## src/rtl/seq_detector_param.sv

```systemverilog
// Parametrised serial pattern detector: programmable LEN-bit pattern with a don't-care mask,
// framed or sliding matching, input-valid qualification and a saturating match counter.
module seq_detector_param #(
    parameter int LEN   = 3,
    parameter int CNT_W = 8
) (
    input  logic             clk,
    input  logic             reset,
    input  logic             x,
    input  logic             x_valid,
    input  logic             mode,
    input  logic [LEN-1:0]   pattern,
    input  logic [LEN-1:0]   care,
    input  logic             clr_cnt,
    output logic             y,
    output logic             frame_end,
    output logic [CNT_W-1:0] match_cnt,
    output logic             cnt_sat
);

    localparam int PW = $clog2(LEN);
    localparam logic [PW-1:0] LAST = PW'(LEN - 1);

    // FULL means the sliding window already holds LEN-1 history bits.
    typedef enum logic {FILL, FULL} state_e;

    state_e           state_q, state_d;
    logic [LEN-2:0]   sh_q, sh_d;
    logic [PW-1:0]    pos_q, pos_d;
    logic [PW-1:0]    fill_q, fill_d;
    logic             mode_q, mode_d;
    logic [CNT_W-1:0] cnt_q, cnt_d;
    logic             sat_q, sat_d;

    logic [LEN-1:0]   win;
    logic             match;
    logic             resync;

    always_comb begin
        // NOTE: every output of this block gets a default first, so no path can infer a latch.
        sh_d      = sh_q;
        pos_d     = pos_q;
        fill_d    = fill_q;
        mode_d    = mode_q;
        y         = 1'b0;
        frame_end = 1'b0;

        win    = {sh_q, x};
        match  = ((win ^ pattern) & care) == '0;
        resync = x_valid && (mode != mode_q);

        if (x_valid) begin
            sh_d = win[LEN-2:0];
            if (resync) begin
                // The switching bit becomes bit 0 of a fresh frame/window and never matches.
                pos_d  = PW'(1);
                fill_d = PW'(1);
                mode_d = mode;
            end else if (!mode_q) begin
                frame_end = (pos_q == LAST);
                y         = match && frame_end;
                pos_d     = frame_end ? '0 : pos_q + PW'(1);
                fill_d    = '0;
            end else begin
                y     = match && (state_q == FULL);
                pos_d = '0;
                if (state_q == FILL) fill_d = fill_q + PW'(1);
            end
        end

        state_d = (fill_d == LAST) ? FULL : FILL;

        if (reset) begin
            y         = 1'b0;
            frame_end = 1'b0;
        end

        cnt_d = cnt_q;
        if (clr_cnt)           cnt_d = '0;
        else if (y && !sat_q)  cnt_d = cnt_q + CNT_W'(1);
        sat_d = &cnt_d;
    end

    // NOTE: sequential state uses non-blocking assignments only, so every flop samples pre-edge values.
    always_ff @(posedge clk or posedge reset) begin
        if (reset) begin
            state_q <= FILL;
            sh_q    <= '0;
            pos_q   <= '0;
            fill_q  <= '0;
            mode_q  <= 1'b0;
            cnt_q   <= '0;
            sat_q   <= 1'b0;
        end else begin
            state_q <= state_d;
            sh_q    <= sh_d;
            pos_q   <= pos_d;
            fill_q  <= fill_d;
            mode_q  <= mode_d;
            cnt_q   <= cnt_d;
            sat_q   <= sat_d;
        end
    end

    assign match_cnt = cnt_q;
    assign cnt_sat   = sat_q;

endmodule

```

## config.mk

```make
export PLATFORM = sky130hd
export DESIGN_NAME = seq_detector_param
export DESIGN_NICKNAME = d
export VERILOG_FILES = /design/src/rtl/seq_detector_param.sv
export SDC_FILE = /design/constraint.sdc
export NUM_CORES = 1
export LEC_CHECK = 0
export BUFFER_PORTS_ARGS = -buffer_cell sky130_fd_sc_hd__buf_2
export CAP_MARGIN = 40
export CORE_UTILIZATION = 40
export DETAILED_ROUTE_END_ITERATION = 8
export MAX_ROUTING_LAYER = met4
export REMOVE_ABC_BUFFERS = 1
export SYNTH_ARGS = -nofsm -noshare
export SYNTH_HDL_FRONTEND = slang
export SYNTH_SLANG_ARGS = --single-unit
```

## constraint.sdc

```tcl
create_clock -name clk -period 4.15 [get_ports clk]
set_input_delay 0 -clock clk [delete_from_list [all_inputs] [get_ports clk]]
set_output_delay 0 -clock clk [all_outputs]
set_load 0.1 [all_outputs]
```

**After elaboration in Yosys (flattened, before gate mapping)**

Index checks and enable logic that the tools add are counted.

- Flip-flop bits (word level): 17
- Bits in latches: 0
- RAM bits: 0
- Memory bits (read-only): 0
- Bits of input ports: 12
- Output and inout bits: 11
- Logic and storage cells: 41
- Memories: 0

- $add $sub $neg: 3
- $mul: 0
- Div/mod/pow operators: 0
- Magnitude comparators: 0
- Eq/ne operators: 3
- Shift operators: 0
- Muxes and demuxes: 18
- Bitwise gates (word level): 2
- Reduce and logical (&&, ||, !) cells: 8

Operator list:

| cell | number |
|---|---|
| $mux W8 | 2 |
| $mux W2 | 7 |
| $mux W1 | 9 |
| $add A8 B1 Y8 const B | 1 |
| $reduce_and A8 Y1 | 1 |
| $add A2 B1 Y2 const B | 2 |
| $eq A2 B2 Y1 const B | 2 |
| $logic_and A1 B1 Y1 | 4 |
| $and A3 B3 Y3 | 1 |
| $logic_not A3 Y1 | 1 |
| $xor A3 B3 Y3 | 1 |
| $reduce_and A2 Y1 | 1 |
| $logic_not A1 Y1 | 1 |
| $ne A1 B1 Y1 | 1 |

**Longest topological paths before layout**

Gate-level depths: netlist of the first run.

- Word-level depth: 12
- Gate-level depth with buffers: 7
- Mapped depth without buffers: 6

**Least setup slack after synthesis of the first run**

Ideal clock, no wire load.

- Kind: flip-flop to output port
- Start point: register mode_q
- End point: output port frame_end
- Arrival time: 2.985 ns
- Data required time: 4.150 ns
- Slack: 1.165 ns
- Stages on the path, launching flop included: 4
- Buffers on the path: 1
- Cell sequence: dfrtp_1 buf_6 or3b_4 nor3_1

- Longest elaborated chain between the ends: 5

RTL lines:

| item | line | text |
|---|---|---|
| start, declared | 31 | `logic mode_q, mode_d;` |
| start signal, assigned | 99 | `mode_q <= mode_d;` |
| $ne A1 B1 Y1 | 50 | `resync = x_valid && (mode != mode_q);` |
| $logic_and A1 B1 Y1 | 50 |  |
| $mux W1 (*) | 54 | `if (resync) begin` |
| $mux W1 (*) | 52 | `if (x_valid) begin` |
| $mux W1 (*) | 73 | `if (reset) begin` |
| end, declared | 16 | `output logic frame_end,` |

Every way passes the cells marked *; elsewhere a longest branch is shown, timed or not.

**Worst setup path after layout of the first run**

- Start point: register mode_q
- End point: register sat_q (netlist: cnt_sat)

- Longest elaborated chain between the ends: 9

RTL lines:

| item | line | text |
|---|---|---|
| $ne A1 B1 Y1 | 50 |  |
| $logic_and A1 B1 Y1 | 50 |  |
| $mux W1 (*) | 54 |  |
| $mux W1 (*) | 52 |  |
| $mux W1 (*) | 73 |  |
| $logic_and A1 B1 Y1 (*) | 80 | `else if (y && !sat_q) cnt_d = cnt_q + CNT_W'(1);` |
| $mux W8 (*) | 80 |  |
| $mux W8 (*) | 79 | `if (clr_cnt) cnt_d = '0;` |
| $reduce_and A8 Y1 (*) | 81 | `sat_d = &cnt_d;` |
| net sat_d | 33 | `logic sat_q, sat_d;` |
| end signal, assigned | 101 | `sat_q <= sat_d;` |
| end, declared | 33 |  |

The timed path passes the listed nets; every way through them passes the cells marked *.
A chain may end at the register's enable or synchronous reset.

==> results of run 1 <==
## cells in the mapped netlist (2+ instances only)
cell       n
a21oi_1    4
a31oi_1    3
and3_1     4
and4_1     3
clkbuf_1   2
dfrtp_1   17
inv_1      4
mux2_2     4
nand2_1   13
nand2b_1   2
nand3_1    4
nand3b_1   2
nand4_1    2
nor2_1    10
nor2b_1    2
o21a_1     3
o21ai_0    2
xor2_1    10
## registers in the layout, summed over array words and instances (netlist names)
name,flops
sh_q,2
fill_q,2
mode_q,1
match_cnt,8
state_q,1
pos_q,2
cnt_sat,1
## per-stage QoR
step / setup WS (ns) / instance area (um2) / hold WS (ns) / utilization
3_5_place_dp: 1.50 / 1180 / 0.160 / 0.476
2_1_floorplan: 1.19 / 1020 / -0.0739 / -
3_3_place_gp: 1.54 / 1180 / 0.152 / 0.476
6_report: 1.46 / 1250 / 0.0667 / 0.503
4_1_cts: 1.47 / 1250 / 0.0692 / 0.503
5_1_grt: 1.27 / 1250 / 0.0744 / 0.503
## power by group through the flow
stage	clock network, W	logic [W]	registers (W)
finish	0.0000911	0.0000559	0.000185
global route	0.000104	0.0000625	0.000186
CTS	0.0000950	0.0000563	0.000185
detailed placement	0	0.0000535	0.000188
global placement	0	0.0000523	0.000188
floorplan	0	0.0000344	0.000186
## per-layer routing
layer | wire [um] | track usage
met4 | 51 | 0.105
met2 | 926 | 0.246
met5 | 0 | -
met1 | 1180 | 0.253
met3 | 75 | 0.0345
## cell type report
cell class                      instances  area, um2  area share
Timing Repair Buffer                   27        158       0.127
Clock buffer                            4       26.3      0.0211
Multi-Input combinational cell         84        584       0.469
Inverter                                4       15.0      0.0120
Sequential cell                        17        425       0.341
Tap cell                               30       37.5      0.0301
## path summary, 6_finish.rpt
check                         start      endpoint  slack [ns]  depth (start not counted)
hold / removal              x_valid      pos_q[1]        0.07                          3
setup / recovery             mode_q       cnt_sat        1.46                          5
max in group asynchronous     reset     fill_q[1]        3.36                          3
setup reg to reg             mode_q       cnt_sat        1.46                          5
hold reg to reg            pos_q[1]      pos_q[1]        0.50                          1
min in group asynchronous     reset  match_cnt[3]        0.35                          3
## critical path, delay by kind of cell, from the launching register on
kind	cells	cell delay (ns)
compound gates	2	1.07
simple gates	3	1.03
flops	1	0.48
## kinds of logic (layout without fill, tap and decap cells)
family | count (synthesis) | count (layout) | synth area share
simple gates | 48 | 48 | 0.244
compound gates | 21 | 21 | 0.172
flops | 17 | 17 | 0.403
xor+xnor | 10 | 10 | 0.0830
buf+inv | 9 | 35 | 0.0427
mux | 4 | 4 | 0.0427
fa+ha+maj | 1 | 1 | 0.0119
## what timing repair did
action | CTS | global route
hold endpoints to repair | 25 | 0
hold buffers | 4 | 0
setup buffers | 0 | 0
## cells in the final DEF (no fill, tap or decap), types with 4 or more instances in the layout
cell type	count
buf_2	22
dfrtp_1	17
nand2_1	13
nor2_1	10
xor2_1	10
mux2_2	4
nand3_1	4
a21oi_1	4
and3_1	4
inv_1	4
dlygate4sd3_1	4
==> reports/qor.tcl, run 1 <==
set qor(final.min_clock_period_ns) 2.69
set qor(die_h_um) 53.4
set qor(timing_max_transition_violations_final) 0
set qor(fill_cells) 245
set qor(synth_area_per_cell_um2) 9.59
set qor(grt_overflow_total) 0
set qor(hold_path.class) {in -> reg}
set qor(cp_data_required_time_ns) 4.35
set qor(routedWlPerCell_um) 13.5
set qor(die_area_um2) 2850
set qor(finalCritPeriodShare) 0.648
set qor(final.setup.tns_ns) 0
set qor(drt-vias-per-instance) 5.40
set qor(syn-cell-area_um2) 1050
set qor(finalPower_w) 0.000332
set qor(finalSetupViolCount) 0
set qor(rows) 18
set qor(portion_of_the_post_synthesis_area_used_by_sequential_elements) 0.403
set qor(dp_hpwl_um) 1560
set qor(finClkSkew_ns) 0.00410
set qor(max_fclk_mhz) 372
set qor(area_growth_syn_to_layout_pct) 18.1
set qor(synthCells) 110
set qor(critPathArrivalTime_ns) 2.89
set qor(max_slew.worst_pin.slew_ns) 0.720
set qor(finalWeightedCongestion) 0.818
set qor(drt_wl_total_um) 2240
set qor(worst_ir_drop_vdd_uv) 185
set qor(worstSetupPathType) {reg -> reg}
set qor(number_of_enable_type_register_cells_in_the_synthesized_netlist) 0
set qor(vias) 897
set qor(outcome) {finished, final reports clean}
set qor(postRouteAntennaNets) 0
set qor(combinational_share_of_power) 0.168
set qor(synth_largest_type_area_fraction) 0.403
set qor(yosys_warnings) 0
set qor(asyncSetResetFlopFracSynth) 1.00
set qor(clock_sinks) 17
set qor(cts.path.max_buffers) 2
set qor(numPortBuffers) 22
set qor(core-area_um2) 2480
set qor(power_frac_clock) 0.275
set qor(crit_path_top_delay_cell) {a2111oi_4}
set qor(synth_seq_cells) 17
set qor(cp-end-kind) {flop}
set qor(dominantRegCellSynth) {dfrtp_1}
set qor(critical_path.max_stage_delay_ns) 0.73
set qor(p_int_w) 0.000237
set qor(synth_cell_type_count) 37
set qor(rsz_0062_raised_after_global_routing) {no}
set qor(resized_cells_post_cts) 0
set qor(first_iter_violations) 12
set qor(final_cell_count_no_fill) 166
set qor(p_per_area_nw_per_um2) 266
set qor(max_slew_margin) 0.520
set qor(max_fanout_on_critical_path) 13
set qor(grt_util_all_layers) 0.183
set qor(swShare) 0.286
set qor(start_util) 0.426
set qor(yosys-top-cells-area) {dfrtp_1, xor2_1, nand2_1}
set qor(first_pass_iters) 4
set qor(setup.worst_path.start_class) {flop}
set qor(cap_violations) 0
set qor(clk_latency_ns) 0.29
set qor(power.static_leakage_nw) 0.586
set qor(grt_first_pass_wirelength_um) 3580
set qor(cts_tree) {done}
set qor(seq_power_share) 0.557
set qor(synth_largest_area_cell) {dfrtp_1}
set qor(io_pins) 23
set qor(placed_cells_incl_taps) 158
set qor(cts_root_buf) {clkbuf_4}
set qor(grt_start_max_net_pins) 18
set qor(post_route_cells_drive_above_1_share) 0.250
set qor(antenna_violations_before_repair) 0
set qor(switchingPower_w) 0.0000948
set qor(via_count_of_the_first_global_routing_pass) 810
set qor(maximum_level_of_the_cts_h_tree) 1
set qor(cts-buffers-inserted) 3
set qor(cts.reportedPaths.clkPinSlew_ns) 0.10
set qor(series_of_cell_instances_along_the_critical_path) {or3b_4 > a2111oi_4 > nand4_1 > or3_1 > a2111oi_2}
set qor(antennaDiodeCount) 0
set qor(detail_route.drc_violations) 0
set qor(timing.final.hold_violations) 0
set qor(floorplan.die.width_um) 53.4
set qor(layout.nets) 150
Power figures use the tool's default switching activity.
==> inputs of run 2 (changes only) <==
--- a/config.mk
+++ b/config.mk
@@ -5,6 +5,7 @@
 export SDC_FILE = /design/constraint.sdc
 export NUM_CORES = 1
 export LEC_CHECK = 0
+export ABC_AREA = 1
 export BUFFER_PORTS_ARGS = -buffer_cell sky130_fd_sc_hd__buf_2
 export CAP_MARGIN = 40
 export CORE_UTILIZATION = 40
==> constraint.sdc (replaced) <==
create_clock -name clk -period 2.2 [get_ports clk]
set_input_delay 0 -clock clk [delete_from_list [all_inputs] [get_ports clk]]
set_output_delay 0 -clock clk [all_outputs]
set_load 0.1 [all_outputs]
==> reports/qor.tcl, run 2 <==
set qor(largest_reg_flops) 8 ;# unchanged
set qor(combinational_family_with_the_most_area_after_synthesis) {simple AND/OR/NAND/NOR gates} ;# unchanged
set qor(finalCritPeriodShare) 0.880
set qor(path_buf_inv) 2 ;# was 0
set qor(grt_overflow_total) 0 ;# unchanged
set qor(via_count_of_the_first_global_routing_pass) 936 ;# was 810
set qor(max_slew_margin) 0.559 ;# was 0.520
set qor(routedWlPerCell_um) 10.6 ;# was 13.5 um
set qor(grt_util_all_layers) 0.197 ;# was 0.183
set qor(timing_max_transition_violations_final) 0 ;# unchanged
set qor(critPathArrivalTime_ns) 1.94 ;# was 2.89 ns
set qor(syn-cell-area_um2) 1090 ;# was 1050 um2
set qor(cap_violations) 0 ;# unchanged
set qor(final.min_clock_period_ns) 1.94
set qor(placed_cells_incl_taps) 207 ;# was 158
set qor(synth_compound_area_frac) 0.0346 ;# was 0.172
set qor(setup.worst_path.start_class) {flop} ;# unchanged
set qor(rsz_0062_raised_after_global_routing) {no} ;# unchanged
set qor(area_growth_syn_to_layout_pct) 16.8 ;# was 18.1%
set qor(postRouteAntennaNets) 0 ;# unchanged
set qor(max_slew.worst_pin.slew_ns) 0.660 ;# was 0.720 ns
set qor(synth_largest_area_cell) {dfrtp_1} ;# unchanged
set qor(critical_path.max_stage_delay_ns) 0.42 ;# was 0.73 ns
set qor(rows) 18 ;# unchanged
set qor(layout.nets) 199 ;# was 150
set qor(timing.critical_path.max_delay_family) {simple AND/OR/NAND/NOR gates} ;# was compound AO/OA/AOI/OAI gates
set qor(combinational_share_of_power) 0.186 ;# was 0.168
set qor(io_pins) 23 ;# unchanged
set qor(synth_area_per_cell_um2) 6.87 ;# was 9.59 um2
set qor(clock_sinks) 17 ;# unchanged
set qor(finalSetupViolCount) 0 ;# unchanged
set qor(timing.final.hold_violations) 0 ;# unchanged
set qor(fin_ws_ns) 0.264 ;# was 1.46 ns
set qor(yosys_warnings) 0 ;# unchanged
set qor(first_iter_violations) 22 ;# was 12
set qor(synth_cell_type_count) 21 ;# was 37
set qor(post-synth-top-count-cell) {nand2_1} ;# was dfrtp_1
set qor(number_of_enable_type_register_cells_in_the_synthesized_netlist) 0 ;# unchanged
set qor(final_cell_count_no_fill) 215 ;# was 166
set qor(cts-buffers-inserted) 3 ;# unchanged
set qor(vias) 1057 ;# was 897
set qor(layout.cells.most_common) {nand2_1} ;# was buf_2
set qor(p_int_w) 0.000442 ;# was 0.000237 W
set qor(grt_util_met3) 0.0395 ;# was 0.0345
set qor(first_pass_iters) 4 ;# unchanged
set qor(grt.met1_usage) 0.248 ;# was 0.253
set qor(rrSetupSlack_ns) 0.39 ;# was 1.46 ns
set qor(core-area_um2) 2520 ;# was 2480 um2
set qor(post_synth_fa_ha_maj_area_fraction) 0.0115 ;# was 0.0119
set qor(grt_first_pass_wirelength_um) 4030 ;# was 3580 um
set qor(post_synth_xor_area_fraction) 0 ;# was 0.0830
set qor(hold_path.class) {in -> reg} ;# unchanged
set qor(max_fclk_mhz) 517
set qor(synthSimpleGateAreaFrac) 0.409 ;# was 0.244
set qor(path_common_cell) {nand2_1}
set qor(detailedPlace.worstSlack_ns) 0.412 ;# was 1.50 ns
set qor(power_frac_clock) 0.262 ;# was 0.275
set qor(drt_wl_total_um) 2290 ;# was 2240 um
set qor(switchingPower_w) 0.000184 ;# was 0.0000948 W
set qor(cts_tree) {done} ;# unchanged
set qor(post_route_cells_drive_above_1_share) 0.184 ;# was 0.250
set qor(synth_common_cells) {nand2_1, inv_1, dfrtp_1} ;# was dfrtp_1, nand2_1, nor2_1, xor2_1
set qor(groute.layer.met2.usage) 0.315 ;# was 0.246
set qor(die_h_um) 54.1 ;# was 53.4 um
set qor(clk_latency_ns) 0.28 ;# was 0.29 ns
set qor(portion_of_the_post_synthesis_area_used_by_sequential_elements) 0.392 ;# was 0.403
set qor(worstSetupPathType) {reg -> out} ;# was reg -> reg
set qor(seq_power_share) 0.552 ;# was 0.557
set qor(dominantRegCellSynth) {dfrtp_1} ;# unchanged
set qor(final_cell_mix) {nand2_1, inv_1, buf_2, dfrtp_1, nor2_1} ;# was buf_2, dfrtp_1, nand2_1, nor2_1, xor2_1
set qor(dp_hpwl_um) 1740 ;# was 1560 um
set qor(cp_data_required_time_ns) 2.20 ;# was 4.35 ns
set qor(final.setup.tns_ns) 0 ;# unchanged
set qor(numPortBuffers) 22 ;# unchanged
set qor(power.static_leakage_nw) 0.741 ;# was 0.586 nW
set qor(resized_cells_post_cts) 0 ;# unchanged
set qor(finalWeightedCongestion) 0.820 ;# was 0.818
set qor(cts.reportedPaths.clkPinSlew_ns) 0.10 ;# about the same
set qor(crit_path_top_delay_cell) {dfrtp_1} ;# was a2111oi_4
set qor(grt-busiest-layer) {met2} ;# was met1
set qor(grt_start_max_net_pins) 18 ;# unchanged
set qor(max_fanout_on_critical_path) 14 ;# was 13
set qor(outcome) {finished, final reports clean} ;# unchanged
set qor(p_per_area_nw_per_um2) 493 ;# was 266 nW/um2
set qor(synthCells) 158 ;# was 110
set qor(cts_root_buf) {clkbuf_4} ;# unchanged
set qor(cts.path.max_buffers) 2 ;# unchanged
set qor(swShare) 0.294 ;# was 0.286
set qor(die_area_um2) 2930 ;# was 2850 um2
set qor(antenna_violations_before_repair) 0 ;# unchanged
set qor(series_of_cell_instances_along_the_critical_path) {nor2_1 > nand2_1 > nand2_1 > nand2_2 > nor2_4 > nand2_1 > inv_1 > buf_2} ;# was or3b_4 > a2111oi_4 > nand4_1 > or3_1 > a2111oi_2
set qor(antennaDiodeCount) 0 ;# unchanged
set qor(asyncSetResetFlopFracSynth) 1.00 ;# unchanged
set qor(start_util) 0.431 ;# was 0.426
set qor(drt-vias-per-instance) 4.92 ;# was 5.40
set qor(synth_seq_cells) 17 ;# unchanged
set qor(synth_largest_type_area_fraction) 0.392 ;# was 0.403
set qor(non_filler_cell_area_final_um2) 1270 ;# was 1250 um2
set qor(worst_ir_drop_vdd_uv) 327 ;# was 185 uV
set qor(finClkSkew_ns) 0.00328 ;# was 0.00410 ns
set qor(detail_route.drc_violations) 0 ;# unchanged
set qor(yosys-top-cells-area) {dfrtp_1, nand2_1, inv_1} ;# was dfrtp_1, xor2_1, nand2_1
set qor(cell_area_reported_after_detailed_placement_um2) 1200 ;# was 1180 um2
set qor(floorplan.die.width_um) 54.1 ;# was 53.4 um
set qor(maximum_level_of_the_cts_h_tree) 1 ;# unchanged
set qor(cp-end-kind) {output port} ;# was flop
set qor(synth.area.mux_share) 0 ;# was 0.0427
[run 2: worst paths after layout]
| path | start | to | cells after the start |
|---|---|---|---|
| max | mode_q | y | 8 |
| min | x_valid | sh_q[0] | 3 |
| max reg2reg | mode_q | cnt_sat | 11 |
| min reg2reg | pos_q[1] | pos_q[1] | 2 |
| max in group asynchronous | reset | match_cnt[4] | 3 |
| min in group asynchronous | reset | pos_q[1] | 3 |
[run 2: layer usage]
metal	up-vias	share of wire	wire [um]
li1	543	-	-
met1	488	0.48	1090
met2	24	0.47	1070
met3	2	0.047	108
met4	0	0.0057	13
met5	-	0	0
[run 2: final cells by class]
cell class / count / area (um2)
clock buffer: 4 / 26.3
fill: 265 / 1250
inverter: 36 / 135
multi-input combinational: 102 / 494
sequential: 17 / 425
tap: 30 / 37.5
timing repair buffer: 26 / 150
[run 2: what timing repair did]
action                    4_1_cts  5_1_grt
setup buffers                   0        0
hold buffers                    4        0
hold endpoints to repair       20        0
[run 2: logic make-up after synthesis]
logic type / count (synthesis)
and+or+nand+nor: 94
adders and majority gates: 1
buffers and inverters: 39
AOI/OAI and AO/OA: 7
DFF: 17
[run 2: metrics by stage]
| step | utilization | total power, W | hold slack (ns) |
|---|---|---|---|
| after CTS | 0.503 | 0.000636 | 0.0470 |
| final | 0.503 | 0.000626 | 0.0584 |
| after global placement | 0.477 | 0.000460 | 0.149 |
| after global routing | 0.503 | 0.000670 | 0.0874 |
| after floorplan | - | 0.000430 | -0.0739 |
| after detailed placement | 0.477 | 0.000463 | 0.161 |
[run 2: worst min-delay path, stage by stage]
cell     delay, ns
buf_2         0.17
nand2_1       0.08
o21ai_0       0.06
[run 2: power groups by stage]
stage | combinational [W] | clock (W) | sequential, W
floorplan | 0.0000754 | 0 | 0.000354
global placement | 0.000108 | 0 | 0.000352
detailed placement | 0.000111 | 0 | 0.000352
CTS | 0.000117 | 0.000174 | 0.000346
global route | 0.000133 | 0.000188 | 0.000349
finish | 0.000116 | 0.000164 | 0.000346
==> inputs of run 3 (changes only) <==
--- a/config.mk
+++ b/config.mk
@@ -8,6 +8,7 @@
 export ABC_AREA = 1
 export BUFFER_PORTS_ARGS = -buffer_cell sky130_fd_sc_hd__buf_2
 export CAP_MARGIN = 40
+export CORE_ASPECT_RATIO = 1.2
 export CORE_UTILIZATION = 40
 export DETAILED_ROUTE_END_ITERATION = 8
 export MAX_ROUTING_LAYER = met4
==> reports/qor.tcl, run 3 (same netlist as run 2, synthesis figures left out) <==
set qor(p_per_area_nw_per_um2) 493 ;# about the same
set qor(detail_route.drc_violations) 0 ;# unchanged
set qor(combinational_share_of_power) 0.185 ;# was 0.186
set qor(max_slew_margin) 0.582 ;# was 0.559
set qor(first_iter_violations) 15 ;# was 22
set qor(worst_ir_drop_vdd_uv) 349 ;# was 327 uV
set qor(switchingPower_w) 0.000185 ;# was 0.000184 W
set qor(die_area_um2) 2930 ;# about the same
set qor(cts_root_buf) {clkbuf_4} ;# unchanged
set qor(timing_max_transition_violations_final) 0 ;# unchanged
set qor(timing.final.hold_violations) 0 ;# unchanged
set qor(cap_violations) 0 ;# unchanged
set qor(clk_latency_ns) 0.28 ;# about the same
set qor(power_frac_clock) 0.261 ;# was 0.262
set qor(cp-startpoint) {mode_q} ;# unchanged
set qor(drt_wl_total_um) 2270 ;# was 2290 um
set qor(core-area_um2) 2550 ;# was 2520 um2
set qor(start_util) 0.425 ;# was 0.431
set qor(antennaDiodeCount) 0 ;# unchanged
set qor(max_fclk_mhz) 524 ;# was 517 MHz
set qor(finalSetupViolCount) 0 ;# unchanged
set qor(swShare) 0.294 ;# about the same
set qor(numPortBuffers) 22 ;# unchanged
set qor(io_pins) 23 ;# unchanged
set qor(setup.worst_path.start_class) {flop} ;# unchanged
set qor(finalWeightedCongestion) 0.906 ;# was 0.820
set qor(vias) 1034 ;# was 1057
set qor(rows) 20 ;# was 18
set qor(area_growth_syn_to_layout_pct) 17.2 ;# was 16.8%
set qor(first_pass_iters) 4 ;# unchanged
set qor(dp_hpwl_um) 1730 ;# was 1740 um
set qor(floorplan.die.width_um) 49.6 ;# was 54.1 um
set qor(postRouteAntennaNets) 0 ;# unchanged
set qor(clock_sinks) 17 ;# unchanged
set qor(worst_hold_startpoint) {x_valid} ;# unchanged
set qor(max_slew.worst_pin.slew_ns) 0.626 ;# was 0.660 ns
set qor(routedWlPerCell_um) 10.4 ;# was 10.6 um
set qor(largest_reg_flops) 8 ;# unchanged
set qor(cp_data_required_time_ns) 2.20 ;# about the same
set qor(critical_path.reg2reg.startpoint) {mode_q} ;# unchanged
set qor(rsz_0062_raised_after_global_routing) {no} ;# unchanged
set qor(cts-buffers-inserted) 3 ;# unchanged
set qor(non_filler_cell_area_final_um2) 1270 ;# about the same
set qor(cts.reportedPaths.clkPinSlew_ns) 0.09 ;# was 0.10 ns
set qor(cts.path.max_buffers) 2 ;# unchanged
set qor(max_fanout_on_critical_path) 14 ;# unchanged
set qor(critPathArrivalTime_ns) 1.91 ;# was 1.94 ns
set qor(antenna_violations_before_repair) 0 ;# unchanged
set qor(die_h_um) 59.1 ;# was 54.1 um
set qor(grt_first_pass_wirelength_um) 3890 ;# was 4030 um
set qor(finClkSkew_ns) 0.00524 ;# was 0.00328 ns
set qor(final.min_clock_period_ns) 1.91 ;# was 1.94 ns
set qor(layout.cells.most_common) {nand2_1} ;# unchanged
set qor(cp-end-kind) {output port} ;# unchanged
set qor(regArea_um2) 425 ;# unchanged
set qor(seq_power_share) 0.553 ;# was 0.552
set qor(worstSetupPathType) {reg -> out} ;# unchanged
set qor(p_int_w) 0.000442 ;# about the same
set qor(grt_start_max_net_pins) 18 ;# unchanged
set qor(power.static_leakage_nw) 0.741 ;# unchanged
set qor(fill_cells) 273 ;# was 265
set qor(resized_cells_post_cts) 0 ;# unchanged
set qor(hold_path.class) {in -> reg} ;# unchanged
set qor(maximum_level_of_the_cts_h_tree) 1 ;# unchanged
set qor(final_cell_mix) {nand2_1, inv_1, buf_2, dfrtp_1, nor2_1} ;# unchanged
set qor(layout.nets) 199 ;# unchanged
set qor(multiInputGateArea_um2) 494 ;# unchanged
set qor(ctsHoldBuffers) 4 ;# unchanged
set qor(drt-vias-per-instance) 4.74 ;# was 4.92
set qor(cts_post_setup_buffers_inserted) 0 ;# unchanged
set qor(grt_overflow_total) 0 ;# unchanged
set qor(cts_tree) {done} ;# unchanged
set qor(grt_util_all_layers) 0.179 ;# was 0.197
set qor(finalCritPeriodShare) 0.868 ;# was 0.880
set qor(outcome) {finished, final reports clean} ;# unchanged
set qor(final.setup.tns_ns) 0 ;# unchanged
set qor(post_route_cells_drive_above_1_share) 0.184 ;# unchanged
set qor(cell_area_reported_after_detailed_placement_um2) 1210 ;# was 1200 um2
set qor(via_count_of_the_first_global_routing_pass) 928 ;# was 936
==> run 3: area by class of cell <==
cell class	count	share of cell area
clock buffer	4	0.0206
tap	33	0.0324
sequential	17	0.334
timing repair buffer	26	0.118
multi-input combinational	102	0.388
inverter	36	0.106
==> run 3: path summary, 6_finish.rpt <==
| kind | slack (ns) | cells after the start | end |
|---|---|---|---|
| max | 0.29 | 8 | y |
| min | 0.05 | 3 | mode_q |
| max reg2reg | 0.37 | 11 | cnt_sat |
| min reg2reg | 0.52 | 2 | sh_q[1] |
| max in group asynchronous | 1.43 | 3 | match_cnt[2] |
| min in group asynchronous | 0.36 | 3 | sh_q[0] |
==> run 3: routing by layer <==
metal | routed length, um | global-route usage | vias to the layer above
met5 | 0 | - | -
met4 | 17 | 0.0857 | 0
met3 | 78 | 0.0179 | 2
met2 | 1160 | 0.305 | 18
met1 | 1020 | 0.211 | 472
li1 | - | - | 542
==> run 3: worst max-delay path, stage by stage (launching register included) <==
cell	delay (ns)
dfrtp_1	0.42
nor2_1	0.16
nand2_1	0.09
nand2_1	0.08
nand2_2	0.06
nor2_4	0.27
nand2_1	0.09
inv_1	0.06
buf_2	0.41
==> run 3: per-stage QoR <==
| step | power [W] | setup WS, ns | hold WS (ns) | utilization | std cells |
|---|---|---|---|---|---|
| floorplan | 0.000430 | 0.0814 | -0.0739 | - | 155 |
| global placement | 0.000460 | 0.476 | 0.144 | 0.473 | 210 |
| detailed placement | 0.000463 | 0.441 | 0.158 | 0.473 | 210 |
| CTS | 0.000634 | 0.288 | 0.0409 | 0.499 | 218 |
| global route | 0.000662 | 0.0716 | 0.0816 | 0.499 | 218 |
| finish | 0.000627 | 0.290 | 0.0524 | 0.499 | 218 |
==> run 3: power groups by stage <==
stage | Combinational, W | Clock, W | Sequential (W)
2_1_floorplan | 0.0000754 | 0 | 0.000354
3_3_place_gp | 0.000108 | 0 | 0.000352
3_5_place_dp | 0.000111 | 0 | 0.000352
4_1_cts | 0.000117 | 0.000171 | 0.000346
5_1_grt | 0.000133 | 0.000180 | 0.000348
6_report | 0.000116 | 0.000164 | 0.000347
